**config.mk**
```make
export PLATFORM = sky130hd
export DESIGN_NAME = rtc_alarm_sched
export DESIGN_NICKNAME = d
export VERILOG_FILES = /design/src/rtl/rtc_pkg.sv /design/src/rtl/rtc_alarm_sched.sv
export SDC_FILE = /design/constraint.sdc
export NUM_CORES = 1
export LEC_CHECK = 0
export CORE_MARGIN = 4
export CORE_UTILIZATION = 50
export DETAILED_ROUTE_END_ITERATION = 8
export PLACE_DENSITY = 0.69
export SLEW_MARGIN = 20
export SYNTH_ARGS = -nofsm -noshare
export SYNTH_HDL_FRONTEND = slang
export SYNTH_SLANG_ARGS = --single-unit
```
**constraint.sdc**
```tcl
create_clock -name clk -period 7.56 [get_ports clk]
set_clock_uncertainty 0.1 [all_clocks]
set_input_delay 2.268 -clock clk [delete_from_list [all_inputs] [get_ports clk]]
set_output_delay 2.268 -clock clk [all_outputs]
set_load 0.01 [all_outputs]
```
**src/rtl/rtc_pkg.sv**
```systemverilog
// Purpose : shared constants for the RTC alarm scheduler (register map, FSM encoding, slot limit).
// Latency : n/a (package only).
// Backpressure: n/a (package only).
package rtc_pkg;

    // The 4-bit register map leaves room for at most four alarm slots.
    localparam int RTC_MAX_ALARMS = 4;

    // Register map (word addresses on the 4-bit register select)
    localparam logic [3:0] RTC_A_ALARM0  = 4'd0;   // 0..3  ALARM[i]
    localparam logic [3:0] RTC_A_PERIOD0 = 4'd4;   // 4..7  PERIOD[i]
    localparam logic [3:0] RTC_A_ENABLE  = 4'd8;
    localparam logic [3:0] RTC_A_PENDING = 4'd9;
    localparam logic [3:0] RTC_A_IRQMASK = 4'd10;

    // Scan sequencer states
    typedef enum logic {
        S_IDLE = 1'b0,
        S_SCAN = 1'b1
    } scan_state_t;

endpackage

```
**src/rtl/rtc_alarm_sched.sv**
```systemverilog
// Purpose : alarm scheduler for the RTC seconds counter; NUM_ALARMS one-shot/periodic slots
//           scanned by one shared 32-bit comparator each time seconds_in changes.
// Latency : change at T -> slot k compared at T+1+k, PENDING at T+2+k, irq at T+3+k.
// Backpressure: none; bus writes always accepted, a change during a scan queues one rescan.
//
// Ports:
//   clk        system clock
//   rst_n      synchronous active-low reset
//   seconds_in current RTC seconds value (same clock domain)
//   wr_en      single-cycle bus write strobe
//   addr       register select
//   data_in    bus write data
//   rd_data    combinational read data for addr
//   irq        registered level interrupt = |(pending & irq_mask)
module rtc_alarm_sched
    import rtc_pkg::*;
#(
    parameter int NUM_ALARMS = 4
) (
    input  logic        clk,
    input  logic        rst_n,
    input  logic [31:0] seconds_in,
    input  logic        wr_en,
    input  logic [3:0]  addr,
    input  logic [31:0] data_in,
    output logic [31:0] rd_data,
    output logic        irq
);

    // Bits of the slot-wide registers that correspond to implemented slots.
    localparam logic [3:0] SLOT_MASK = 4'((1 << NUM_ALARMS) - 1);
    localparam logic [1:0] LAST_IDX  = 2'(NUM_ALARMS - 1);

    // ------------------------------------------------------------------
    // State
    // ------------------------------------------------------------------
    logic [31:0] alarm_q  [RTC_MAX_ALARMS];
    logic [31:0] period_q [RTC_MAX_ALARMS];
    logic [3:0]  enable_q;
    logic [3:0]  pending_q;
    logic [3:0]  irq_mask_q;
    logic [31:0] seconds_q;
    logic        irq_q;

    scan_state_t state_q, state_d;
    logic [1:0]  idx_q, idx_d;
    logic        rescan_q, rescan_d;

    // ------------------------------------------------------------------
    // Bus decode
    // ------------------------------------------------------------------
    logic       slot_ok;
    logic       wr_alarm, wr_period, wr_enable, wr_pending, wr_mask;
    logic [3:0] w1c_bits;

    assign slot_ok    = SLOT_MASK[addr[1:0]];
    assign wr_alarm   = wr_en && (addr[3:2] == RTC_A_ALARM0[3:2])  && slot_ok;
    assign wr_period  = wr_en && (addr[3:2] == RTC_A_PERIOD0[3:2]) && slot_ok;
    assign wr_enable  = wr_en && (addr == RTC_A_ENABLE);
    assign wr_pending = wr_en && (addr == RTC_A_PENDING);
    assign wr_mask    = wr_en && (addr == RTC_A_IRQMASK);
    assign w1c_bits   = wr_pending ? (data_in[3:0] & SLOT_MASK) : 4'b0000;

    // ------------------------------------------------------------------
    // Shared comparator / adder on the slot under evaluation
    // ------------------------------------------------------------------
    logic        chg;
    logic        scanning;
    logic [31:0] cur_alarm, cur_period, next_alarm;
    logic        collide;
    logic        fire;
    logic [3:0]  fire_vec;

    // Also catches software writes to the RTC, not just ticks.
    assign chg        = (seconds_in != seconds_q);
    assign scanning   = (state_q == S_SCAN);
    assign cur_alarm  = alarm_q[idx_q];
    assign cur_period = period_q[idx_q];
    assign next_alarm = cur_alarm + cur_period;   // wraps mod 2^32

    // A write to the evaluated slot's configuration takes priority and
    // suppresses that slot's fire for this cycle. ENABLE covers every slot.
    assign collide  = ((wr_alarm || wr_period) && (addr[1:0] == idx_q)) || wr_enable;
    // Exact equality only: a time jump over an alarm value never fires it.
    assign fire     = scanning && enable_q[idx_q] && (seconds_in == cur_alarm) && !collide;
    assign fire_vec = fire ? (4'b0001 << idx_q) : 4'b0000;

    // ------------------------------------------------------------------
    // Register file, pending and irq
    // ------------------------------------------------------------------
    always_ff @(posedge clk) begin
        if (!rst_n) begin
            for (int i = 0; i < RTC_MAX_ALARMS; i++) begin
                alarm_q[i]  <= '0;
                period_q[i] <= '0;
            end
            enable_q   <= '0;
            pending_q  <= '0;
            irq_mask_q <= '0;
            seconds_q  <= '0;
            irq_q      <= 1'b0;
        end else begin
            seconds_q <= seconds_in;
            irq_q     <= |(pending_q & irq_mask_q);

            for (int i = 0; i < RTC_MAX_ALARMS; i++) begin
                if (wr_alarm && (addr[1:0] == 2'(i))) begin
                    alarm_q[i] <= data_in;
                end else if (fire && (idx_q == 2'(i)) && (cur_period != 32'd0)) begin
                    alarm_q[i] <= next_alarm;
                end
                if (wr_period && (addr[1:0] == 2'(i))) begin
                    period_q[i] <= data_in;
                end
            end

            // One-shot slots disarm themselves on fire.
            if (wr_enable) begin
                enable_q <= data_in[3:0] & SLOT_MASK;
            end else if (fire && (cur_period == 32'd0)) begin
                enable_q <= enable_q & ~fire_vec;
            end

            // Set beats a simultaneous write-1-to-clear of the same bit.
            pending_q <= (pending_q & ~w1c_bits) | fire_vec;

            if (wr_mask) begin
                irq_mask_q <= data_in[3:0] & SLOT_MASK;
            end
        end
    end

    // ------------------------------------------------------------------
    // Scan sequencer
    // ------------------------------------------------------------------
    always_ff @(posedge clk) begin
        if (!rst_n) begin
            state_q  <= S_IDLE;
            idx_q    <= '0;
            rescan_q <= 1'b0;
        end else begin
            state_q  <= state_d;
            idx_q    <= idx_d;
            rescan_q <= rescan_d;
        end
    end

    always_comb begin
        state_d  = state_q;
        idx_d    = idx_q;
        rescan_d = rescan_q;
        unique case (state_q)
            S_IDLE: begin
                if (chg) begin
                    state_d  = S_SCAN;
                    idx_d    = 2'd0;
                    rescan_d = 1'b0;
                end
            end
            S_SCAN: begin
                if (chg) begin
                    rescan_d = 1'b1;
                end
                if (idx_q == LAST_IDX) begin
                    // A change on the final slot cycle counts too, so no change is lost.
                    if (rescan_q || chg) begin
                        idx_d    = 2'd0;
                        rescan_d = 1'b0;
                    end else begin
                        state_d = S_IDLE;
                    end
                end else begin
                    idx_d = idx_q + 2'd1;
                end
            end
            default: begin
                state_d = S_IDLE;
            end
        endcase
    end

    // ------------------------------------------------------------------
    // Read mux
    // ------------------------------------------------------------------
    always_comb begin
        rd_data = '0;
        if (addr[3:2] == RTC_A_ALARM0[3:2]) begin
            if (slot_ok) rd_data = alarm_q[addr[1:0]];
        end else if (addr[3:2] == RTC_A_PERIOD0[3:2]) begin
            if (slot_ok) rd_data = period_q[addr[1:0]];
        end else if (addr == RTC_A_ENABLE) begin
            rd_data = {28'd0, enable_q};
        end else if (addr == RTC_A_PENDING) begin
            rd_data = {28'd0, pending_q};
        end else if (addr == RTC_A_IRQMASK) begin
            rd_data = {28'd0, irq_mask_q};
        end
    end

    assign irq = irq_q;

endmodule

```
After elaboration in Yosys (flattened, before gate mapping). Memory sizes are Yosys's and may differ from the RTL's. A register that Yosys moved wholly into a read port is not among the register bits. Index checks and enable logic that the tools add are counted.

Bitwise logic cells: 19. Muxes and demuxes: 85. $add $sub $neg: 2. Shift operators: 1. Reductions and logical operators: 40. Order comparisons: 2. Eq/ne operators: 15.

Operators by type and width (count): 32-bit two-way mux (16); 1-bit two-way mux (50); 32-bit adder (1); 32-bit equality test (1); 32-bit zero test (1); 32-bit inequality test (1); 32-bit nonzero test (1); 1-bit logical AND (28); 4-bit two-way mux (7); 2-bit two-way mux (7); 4-bit AND (3); 4-bit equality test (second input constant) (3); 1-bit OR (12); 2-bit equality test (second input constant) (4); 4-bit NOT (2); 2-bit by 1-bit equality test with 1-bit output (second input constant) (3); 2-bit zero test (3); 2-bit by 3-bit < comparator with 1-bit output (second input constant) (2); 1-bit binary-select mux with 2-bit select (2); 4-bit OR (1); 1-bit case mux with 2 select lines (2); 2-bit case mux with 2 select lines (1); 4-bit OR reduction (1); 1-bit by 2-bit << shifter with 4-bit output (first input constant) (1); 9 further kinds (11).

Output and inout port bits: 33. Bits in writable memories: 256. Memories: 2. Flip-flop bits (word level): 49. Word-level logic and storage cells: 174.

Memories: alarm_q (words 4, bits a word 32, read ports 2, clocked after memory_dff 1, write ports 4, RTL line rtc_alarm_sched.sv:37) `logic [31:0] alarm_q [RTC_MAX_ALARMS];`; period_q (words 4, bits a word 32, read ports 2, clocked after memory_dff 1, write ports 4, RTL line rtc_alarm_sched.sv:38) `logic [31:0] period_q [RTC_MAX_ALARMS];`.

Logic depth before layout (Yosys ltp). Gate-level depths: netlist (run 1).

Word-level depth: 15. Depth in mapped cells: 16. Mapped depth without buffers: 13.

Worst setup path before layout (run 1). No wires, ideal clock.

Kind: input port to output port. From: in addr[0]. To: out rd_data[11]. Data arrival time: 4.183 ns. Path buffers: 3. Setup slack: 1.009 ns. Stages on the path: 6. Cells stage by stage: clkbuf_1 clkbuf_1 buf_1 mux4_2 mux2i_1 nor2_1.

Cells in the longest elaborated chain, start to end: 5.

Ends and longest elaborated chain: start: declaration (RTL line rtc_alarm_sched.sv:24) `input logic [3:0] addr,`; 1-bit binary-select mux with 2-bit select (RTL line rtc_alarm_sched.sv:56) `assign slot_ok = SLOT_MASK[addr[1:0]];`; 1-bit two-way mux (not written as such) (RTL line rtc_alarm_sched.sv:56); 32-bit two-way mux (RTL line rtc_alarm_sched.sv:190) `if (slot_ok) rd_data = period_q[addr[1:0]];`; 32-bit two-way mux (RTL line rtc_alarm_sched.sv:189) `end else if (addr[3:2] == RTC_A_PERIOD0[3:2]) begin`; 32-bit two-way mux (*) (RTL line rtc_alarm_sched.sv:187) `if (addr[3:2] == RTC_A_ALARM0[3:2]) begin`; end: declaration (RTL line rtc_alarm_sched.sv:26) `output logic [31:0] rd_data,`.

Every way passes the cells marked *; elsewhere a longest branch is shown, timed or not. The select of a mux whose other input is x is not followed.

Worst setup path after layout (run 1).
From: in addr[0]. To: out rd_data[13].

The elaborated chain is that of the path after synthesis.

==> results of run 1 <==
-- final cells by class --
type	count	share of cell area, %
Inverter	19	0.3513
Sequential cell	307	42.92
Multi-Input combinational cell	1040	42.42
Clock inverter	5	0.1048
Timing Repair Buffer	133	6.521
Tap cell	455	2.804
Clock buffer	48	4.863
Antenna cell	1	0.01233
-- placed cells by master, fill, tap and decap left out, drive strengths merged, types with 2 or more instances in the layout --
cell type and instances:
nand2 166, a21o 11, and2 161, nand3b 4
clkbuf 48, nor2 62, a22oi 7, a21oi 33
nor4 12, nor3 8, nand4 22, buf 35
mux2i 41, dfxtp 51, nand3 19, and3 3
edfxtp 256, o21a 2, a31oi 6, o211ai 6
xnor2 82, or3 4, a211oi 3, clkdlybuf4s50 98
mux4 129, clkinv 5, xor2 12, nand2b 7
o22ai 5, a21boi 9, ha 35, inv 19
nor2b 15, o21bai 5, o21ai 155
-- worst paths after layout --
check / start / endpoint / slack [ps] / cells after the start
max: addr[0] / rd_data[13] / 650 / 6
min: enable_q[3]$_SDFFE_PN0P_ / enable_q[3]$_SDFFE_PN0P_ / 420 / 2
max reg2reg: flop / alarm_q[1][14]$_SDFFCE_PN0P_ / 2570 / 10
min reg2reg: enable_q[3]$_SDFFE_PN0P_ / enable_q[3]$_SDFFE_PN0P_ / 420 / 2
-- state kept, by name, summed over array words and instances, names as in the netlist, named ones only --
| name | cells |
|---|---|
| irq | 1 |
| scanning | 1 |
| rescan_q | 1 |
| pending_q | 4 |
| period_q | 128 |
| alarm_q | 128 |
| enable_q | 4 |
| seconds_q | 32 |
| idx_q | 2 |
| irq_mask_q | 4 |
-- cells in the mapped netlist (35+ instances only) --
library cell,instances
nor2_1,62
xnor2_1,82
mux4_2,129
o21ai_0,96
clkbuf_1,69
edfxtp_1,256
nand2_1,166
mux2i_1,41
dfxtp_1,51
o21ai_1,59
ha_1,35
and2_1,161
-- routing by layer --
| metal | vias up | wire length, um | global-route usage [%] | part of all wire (%) |
|---|---|---|---|---|
| li1 | 5626 | - | - | - |
| met1 | 6380 | 21040 | 38.47 | 40 |
| met2 | 744 | 25290 | 44.58 | 48 |
| met3 | 99 | 5228 | 4.482 | 9.9 |
| met4 | 0 | 1376 | 7.551 | 2.6 |
| met5 | - | 0 | 0 | 0 |
-- power breakdown --
part	internal, W	switching, W	total [W]
clock	0.000901	0.000656	0.00156
sequential	0.00193	0.0000549	0.00198
combinational	0.000374	0.000504	0.000878
total	0.00321	0.00121	0.00442
-- critical path, cell delays in order --
cell	delay, ps
buf_4	540
buf_4	300
mux4_2	510
mux2i_1	330
nor2_1	80
clkdlybuf4s50_1	490
-- through the flow --
stage / setup WS [ps] / cell area [um^2]
global placement: 608.9 / 19290
finish: 646.5 / 20300
global route: 518.6 / 20300
floorplan: 1009 / 17660
detailed placement: 620.8 / 19290
CTS: 610.5 / 20300
-- logic make-up (layout without fill, tap and decap cells) --
family          after synthesis  after routing  share of synthesized area (%)
buf+inv                     109            205                          2.607
other cells                   0              1                              0
fa+ha+maj                    36             36                          2.593
mux                         170            170                          18.77
xor+xnor                     94             94                          4.662
compound gates              253            253                          8.119
simple gates                487            487                          13.94
flops                       307            307                          49.31
==> impl_results.md, run 1 <==
- Async set-or-reset flop fraction in the synthesized netlist: 0%
- Seq cells post-synth: 307
- Routed len/inst: ~26 um
- Overall Power: between 0.004 and 0.005 W
- HP Class: reg2reg
- Post-Syn Area: 17,660 um^2
- Die Area: 38,390 um^2
- Power density over the cells: 217.7 nW/um^2
- Multi-input gate area: 8612 um^2
- Drt drc: 0
- Largest cells by area after synthesis: edfxtp_1 44%, mux4_2 16%, dfxtp_1 5.8%
- First-pass detailed-route iteration total: 5
- 1st-iter DRT viols: 1,596
- WL final: 52.94 mm
- Top_reg_cell synth: edfxtp_1
- Leak: 6.815 nW
- Area Growth Syn to Fin: 14.95%
- Dpl hpwl: between 30 and 40 mm
- Fmax: 144.6 MHz
- Skew-Pair Late Insertion Delay: 520 ps
- Total CTS buffers: 35
- Crit share post-route: 91.45%
- Post-layout net count: 1,643
- GRT overflow: 0
- Avg Cell Area, Syn: ~12 um^2
- CTS clock-pin slew for the worst setup and hold paths: 60 ps
- Sequential cell area: 8713 um^2
- Largest net degree at the start of global routing: 62
- Die height: 195.9 um
- Initial antenna violation count: 1
- Most area-hungry cell type in the Yosys netlist: edfxtp_1
- Number of I/O pins: approximately 100
- Placeable core area: roughly 35,000 um^2
- Hold Buf Count CTS: 0
- Fillers: 2,797
- Synthesis Warnings: 0
- Cells after DPL: 1,954
- CTS H-tree lvls: 2
- Gr usage total: 27.34%
- Synth Instances: around 1,500
- # Max-Cap Violations: 0
- Total number of vias: between 10,000 and 15,000
- CTS tree: yes
- Post-CTS resize count: 0
- Tmin final: 6914 ps
- Required @ worst endpoint: 5190 ps
- Die X: 195.9 um
- CP startpoint kind: input port
- Clock sink count: about 300
- Critical Path AT: roughly 4600 ps
- Via density: 6.399
- CP Class: in2out
- Post-CTS setup buffer count: 0
- Synth top area share: 43.53%
- Hold slack: 420.2 ps
- Post-synth EDFFs: 256
- RSZ-0062 raised after global routing: false
- Peak VDD IR: 0.0001299 V
- ANT nets after route: 0
- Final Util: between 50% and 60%
- Synthesized Nets: around 1,600
- Slew at the pin closest to its max-slew limit: between 1000 and 1500 ps
- Clk buf depth: 3
- Root buf cell: clkbuf_16
- Worst slew margin: 23.59%
- Status: finished clean
- Endpoints failing setup: 0
- Max Slew Vio Count: 0
- Rows: 68
- Count of cell types in the netlist: 54
- First-pass GRT wire length: between 70 and 80 mm
- Max FO, Critical Path: 39
- Number of global-route vias before repair: 12,710
- Crit path capture type: primary output
- Share of post-route cells with drive strength above 1: between 10% and 20%
- Sum Neg Setup Slack: 0 ps
- Placer Congestion: 0.8789
- Final Hold Viols: 0
- Register area share after synthesis: 49.31%
- IO buf count: approximately 100
- Filler-free cell count of the finished design: around 2,000
- Initial core utilization: 50.88%
Note: power is estimated with default switching activity, not from simulation.
==> run 2: changes to the inputs <==
--- a/config.mk
+++ b/config.mk
@@ -6,9 +6,8 @@
 export NUM_CORES = 1
 export LEC_CHECK = 0
 export CORE_MARGIN = 4
-export CORE_UTILIZATION = 50
+export CORE_UTILIZATION = 40
 export DETAILED_ROUTE_END_ITERATION = 8
-export PLACE_DENSITY = 0.69
 export SLEW_MARGIN = 20
 export SYNTH_ARGS = -nofsm -noshare
 export SYNTH_HDL_FRONTEND = slang
==> constraint.sdc (replaced) <==
create_clock -name clk -period 7.56 [get_ports clk]
set_clock_uncertainty 0.1 [all_clocks]
set_input_delay 1.512 -clock clk [delete_from_list [all_inputs] [get_ports clk]]
set_output_delay 1.512 -clock clk [all_outputs]
set_load 0.01 [all_outputs]
==> impl_results.md, run 2 (synthesis results as in run 1) <==
- R2r setup slk: 2620 ps
- Endpoints failing setup: 0
- ANT nets after route: 0
- Reg2Reg Depth: 12
- Crit path capture type: primary output
- First-pass detailed-route iteration total: 5
- WL final: 53.55 mm
- Initial core utilization: between 40 and 50%
- First-pass GRT wire length: 80.31 mm
- Initial antenna violation count: 4
- Gr usage total: 22.49%
- Worst slew margin: 22.98%
- Largest regs: alarm_q x128, period_q x128, seconds_q x32
- Fillers: roughly 4,000
- Max Slew Vio Count: 0
- Area Growth Syn to Fin: 15.64%
- Filler-free cell count of the finished design: between 2,000 and 2,500
- Sequential power share: 44.3%
- # Max-Cap Violations: 0
- Crit share post-route: between 70% and 80%
- Logic pwr share: 19.5%
- Drt drc: 0
- Fmax: roughly 180 MHz
- Most common cell after layout, fill and taps aside: edfxtp_1
- Die height: 218.1 um
- Tmin final: roughly 5700 ps
- Number of global-route vias before repair: 12,650
- Leak: between 6 and 7 nW
- Final Util: around 47%
- Most frequent cells in the layout: 256 x edfxtp_1, 166 x nand2_1, 161 x and2_1, 129 x mux4_2, 98 x clkdlybuf4s50_1
- Rows: 76
- Root buf cell: clkbuf_16
- Cells after DPL: 2,079
- Final Hold Viols: 0
- Clock power share: 36.2%
- Hold Buf Count CTS: 0
- Total number of vias: between 10,000 and 15,000
- IO buf count: 103
- Worst hold path depth: 2
- Critical Path AT: 4060 ps
- Power density over the cells: roughly 220 nW/um^2
- Placeable core area: 43,360 um^2
- Post-CTS resize count: 0
- RSZ-0062 raised after global routing: false
- CTS tree: yes
- HP Class: reg2reg
- Total CTS buffers: 36
- Post-CTS setup buffer count: 0
- Slew at the pin closest to its max-slew limit: 1153 ps
- 1st-iter DRT viols: roughly 1,200
- Clk buf depth: 3
- Routed len/inst: 24.99 um
- Status: finished clean
- Share of post-route cells with drive strength above 1: 14.52%
- Pint: 0.003234 W
- Placed Area: 19,350 um^2
- Die X: about 220 um
- Peak VDD IR: 0.0001272 V
- Number of I/O pins: about 100
- Max FO, Critical Path: 62
- CP startpoint kind: input port
- Clock sink count: 307
- Dpl hpwl: between 30 and 40 mm
- Post-layout net count: around 1,600
- Switch share: between 20% and 30%
- CP Class: in2out
- Switch Pwr: 0.001238 W
- Sum Neg Setup Slack: 0 ps
- CTS clock-pin slew for the worst setup and hold paths: 60 ps
- Largest net degree at the start of global routing: 63
- Hold slack: 407.6 ps
- Via density: 5.760
- Finished Cell Area: 20,420 um^2
- CTS H-tree lvls: 2
- Skew-Pair Late Insertion Delay: 530 ps
- Die Area: 47,580 um^2
- Placer Congestion: ~0.86
- GRT overflow: 0
- Required @ worst endpoint: 5950 ps
run 2: changes by cell type in the layout (fill, tap and decap cells not counted):
| cell | previous run | this run |
|---|---|---|
| diode_2 | 1 | 2 |
| buf_12 | 7 | 2 |
| clkinvlp_4 | 0 | 1 |
| clkbuf_8 | 2 | 1 |
| bufinv_16 | 0 | 1 |
| clkinv_1 | 3 | 8 |
| clkinv_2 | 2 | 5 |
run 2: layout make-up:
| cell class | instances | area, um^2 | area share, % |
|---|---|---|---|
| antenna | 2 | 5.005 | 0.02451 |
| clock buffer | 47 | 973.4 | 4.766 |
| clock inverter | 15 | 92.59 | 0.4533 |
| inverter | 19 | 71.32 | 0.3492 |
| multi-input combinational | 1040 | 8612 | 42.17 |
| sequential | 307 | 8713 | 42.66 |
| tap | 585 | 732.0 | 3.584 |
| timing repair buffer | 128 | 1224 | 5.992 |
run 2: through the flow:
step / total power (W) / worst slack [ps]
2_1_floorplan: 0.002570 / 2102
3_3_place_gp: 0.002864 / 1928
3_5_place_dp: 0.002879 / 1918
4_1_cts: 0.004495 / 1917
5_1_grt: 0.004651 / 1795
6_report: 0.004472 / 1886
run 2: worst paths after layout:
path | from | endpoint
worst max register to register | flop | alarm_q[2][31]$_SDFFCE_PN0P_
worst min register to register | rescan_q$_SDFFE_PN0N_ | rescan_q$_SDFFE_PN0N_
worst max-delay path | addr[1] | rd_data[30]
worst min-delay path | rescan_q$_SDFFE_PN0N_ | rescan_q$_SDFFE_PN0N_
run 2: per-layer routing:
metal	GRT usage, %	vias to the layer above	wire length [um]
met5	0	-	10
met4	7.331	2	1657
met3	5.506	91	4628
met2	35.94	511	24840
met1	30.39	6134	22410
li1	-	5606	-
run 2: power groups by stage:
stage          sequential, W  clock, W  combinational (W)
2_1_floorplan        0.00199         0           0.000576
6_report             0.00198   0.00162           0.000870
5_1_grt              0.00199   0.00171           0.000946
3_3_place_gp         0.00201         0           0.000852
4_1_cts              0.00198   0.00165           0.000866
3_5_place_dp         0.00202         0           0.000861
run 2: worst max-delay path, stage by stage:
cell	delay (ps)
buf_4	730
buf_4	460
mux4_2	360
mux2i_1	290
nor2_1	80
clkdlybuf4s50_1	530
==> run 3: changes to the inputs <==
==> constraint.sdc (replaced) <==
create_clock -name clk -period 5.2 [get_ports clk]
set_clock_uncertainty 0.1 [all_clocks]
set_input_delay 1.04 -clock clk [delete_from_list [all_inputs] [get_ports clk]]
set_output_delay 1.04 -clock clk [all_outputs]
set_load 0.01 [all_outputs]
==> impl_results.md, run 3 (synthesis results as in run 1) <==
- Final Hold Viols: 0
- CP startpoint kind: input port
- Logic pwr share: 19.6%
- Antenna cells: 0
- Status: finished clean
- Leak: 6.878 nW
- Peak VDD IR: 0.0001815 V
- Fmax: 222.6 MHz
- First-pass detailed-route iteration total: 6
- Dpl hpwl: ~35 mm
- Post-CTS setup buffer count: 0
- Largest net degree at the start of global routing: 43
- CTS H-tree lvls: 2
- Power density over the cells: 318.5 nW/um^2
- Root buf cell: clkbuf_16
- Via density: between 5 and 6
- Clock sink count: between 300 and 400
- Sum Neg Setup Slack: 0 ps
- Number of global-route vias before repair: approximately 13,000
- Filler-free cell count of the finished design: 2,150
- Hold Buf Count CTS: 0
- Switch Pwr: roughly 0.0018 W
- Initial core utilization: around two fifths
- Slew at the pin closest to its max-slew limit: 1011 ps
- Finished Cell Area: 20,600 um^2
- Sequential cell area: 8713 um^2
- Rows: 76
- Reg2reg end: alarm_q[1][31]$_SDFFCE_PN0P_
- RSZ-0062 raised after global routing: false
- CTS tree: yes
- Routed len/inst: 25.01 um
- Worst slew margin: about a third
- Switch share: between 20% and 30%
- Fillers: 3,925
- Total number of vias: 12,470
- HP Class: reg2reg
- # Max-Cap Violations: 0
- Skew-Pair Late Insertion Delay: 560 ps
- Max Slew Vio Count: 0
- Placeable core area: 43,360 um^2
- Worst hold path depth: 2
- Placer Congestion: 0.8612
- GRT overflow: 0
- Gr usage total: 22.64%
- Largest regs: alarm_q x128, period_q x128, seconds_q x32
- Initial antenna violation count: 1
- Most common cell after layout, fill and taps aside: edfxtp_1
- Hold Startpoint: rescan_q$_SDFFE_PN0N_
- Endpoints failing setup: 0
- Required @ worst endpoint: about 4100 ps
- Max FO, Critical Path: 42
- Pint: 0.004722 W
- Post-layout net count: approximately 1,600
- ANT nets after route: 0
- CP Class: in2out
- Die X: 218.1 um
- Placed Area: 19,510 um^2
- Drt drc: 0
- Crit path capture type: primary output
- CTS clock-pin slew for the worst setup and hold paths: 50 ps
- Most frequent cells in the layout: 256 x edfxtp_1, 166 x nand2_1, 161 x and2_1, 129 x mux4_2, 98 x clkdlybuf4s50_1
- Hold endpoint: rescan_q$_SDFFE_PN0N_
- R2r setup slk: approximately 740 ps
- Critical Path AT: around 3400 ps
- Total CTS buffers: 37
- First-pass GRT wire length: 81.04 mm
- Clock power share: 36.5%
- Post-CTS resize count: 0
- Die height: between 200 and 250 um
- Share of post-route cells with drive strength above 1: approximately 15%
- Crit share post-route: 86.40%
- Area Growth Syn to Fin: 16.64%
- Clk buf depth: 3
- Die Area: between 40,000 and 50,000 um^2
- Number of I/O pins: 104
- Sequential power share: between 40% and 50%
- Multi-input gate area: 8606 um^2
- IO buf count: 103
- Cells after DPL: 2,086
- Tmin final: 4493 ps
- Reg2Reg Depth: 12
- WL final: 53.77 mm
- 1st-iter DRT viols: 1,383
## run 3: cell types whose count changed in the layout (fill, tap and decap cells not counted), sizes merged
cell   before  now
buf        30   37
diode       2    0
inv        19   21
## run 3: worst max-delay path by stage
stage | start | endpoint | slack [ps]
2_1_floorplan | addr[2] | period_q[0][0]$_SDFFCE_PN0P_ | 210
3_3_place_gp | addr[0] | rd_data[30] | 690
3_5_place_dp | addr[0] | rd_data[30] | 680
4_1_cts | addr[0] | rd_data[30] | 670
5_1_grt | flop | alarm_q[1][31]$_SDFFCE_PN0P_ | 470
6_report | addr[0] | rd_data[30] | 710
## run 3: per-layer routing
layer / vias to the layer above / wire length [um] / track usage, %
li1: 5623 / - / -
met1: 6236 / 22770 / 31.67
met2: 519 / 25240 / 36.02
met3: 94 / 4353 / 4.908
met4: 0 / 1406 / 6.193
met5: - / 0 / 0
## run 3: cell type report
| type | instances | area share (%) |
|---|---|---|
| flip-flops and latches | 307 | 42.30 |
| inverters | 19 | 0.3462 |
| well taps | 585 | 3.553 |
| multi-input cells | 1040 | 41.78 |
| repair buffers | 135 | 6.742 |
| clock buffers | 47 | 4.713 |
| clock inverters | 17 | 0.5709 |
## run 3: through the flow
stage | hold slack, ps | util [%] | setup slack, ps | power, W
finish | 417.6 | 47.51 | 707.1 | 0.006560
global route | 443.5 | 47.51 | 468.6 | 0.006820
CTS | 420.0 | 47.51 | 674.5 | 0.006596
detailed placement | 400.1 | 45.00 | 679.8 | 0.004203
global placement | 387.3 | 45.00 | 691.0 | 0.004187
floorplan | 366.4 | - | 214.1 | 0.003737
## run 3: power groups by stage
stage	Clock, W	Sequential [W]	Combinational (W)
floorplan	0	0.00290	0.000837
global placement	0	0.00292	0.00127
detailed placement	0	0.00293	0.00128
CTS	0.00244	0.00288	0.00128
global route	0.00254	0.00289	0.00139
finish	0.00240	0.00288	0.00129
## run 3: critical path: stages
cell	delay, ps
buf_4	620
buf_12	310
mux4_2	530
mux2i_1	160
nor2_1	90
clkdlybuf4s50_1	510
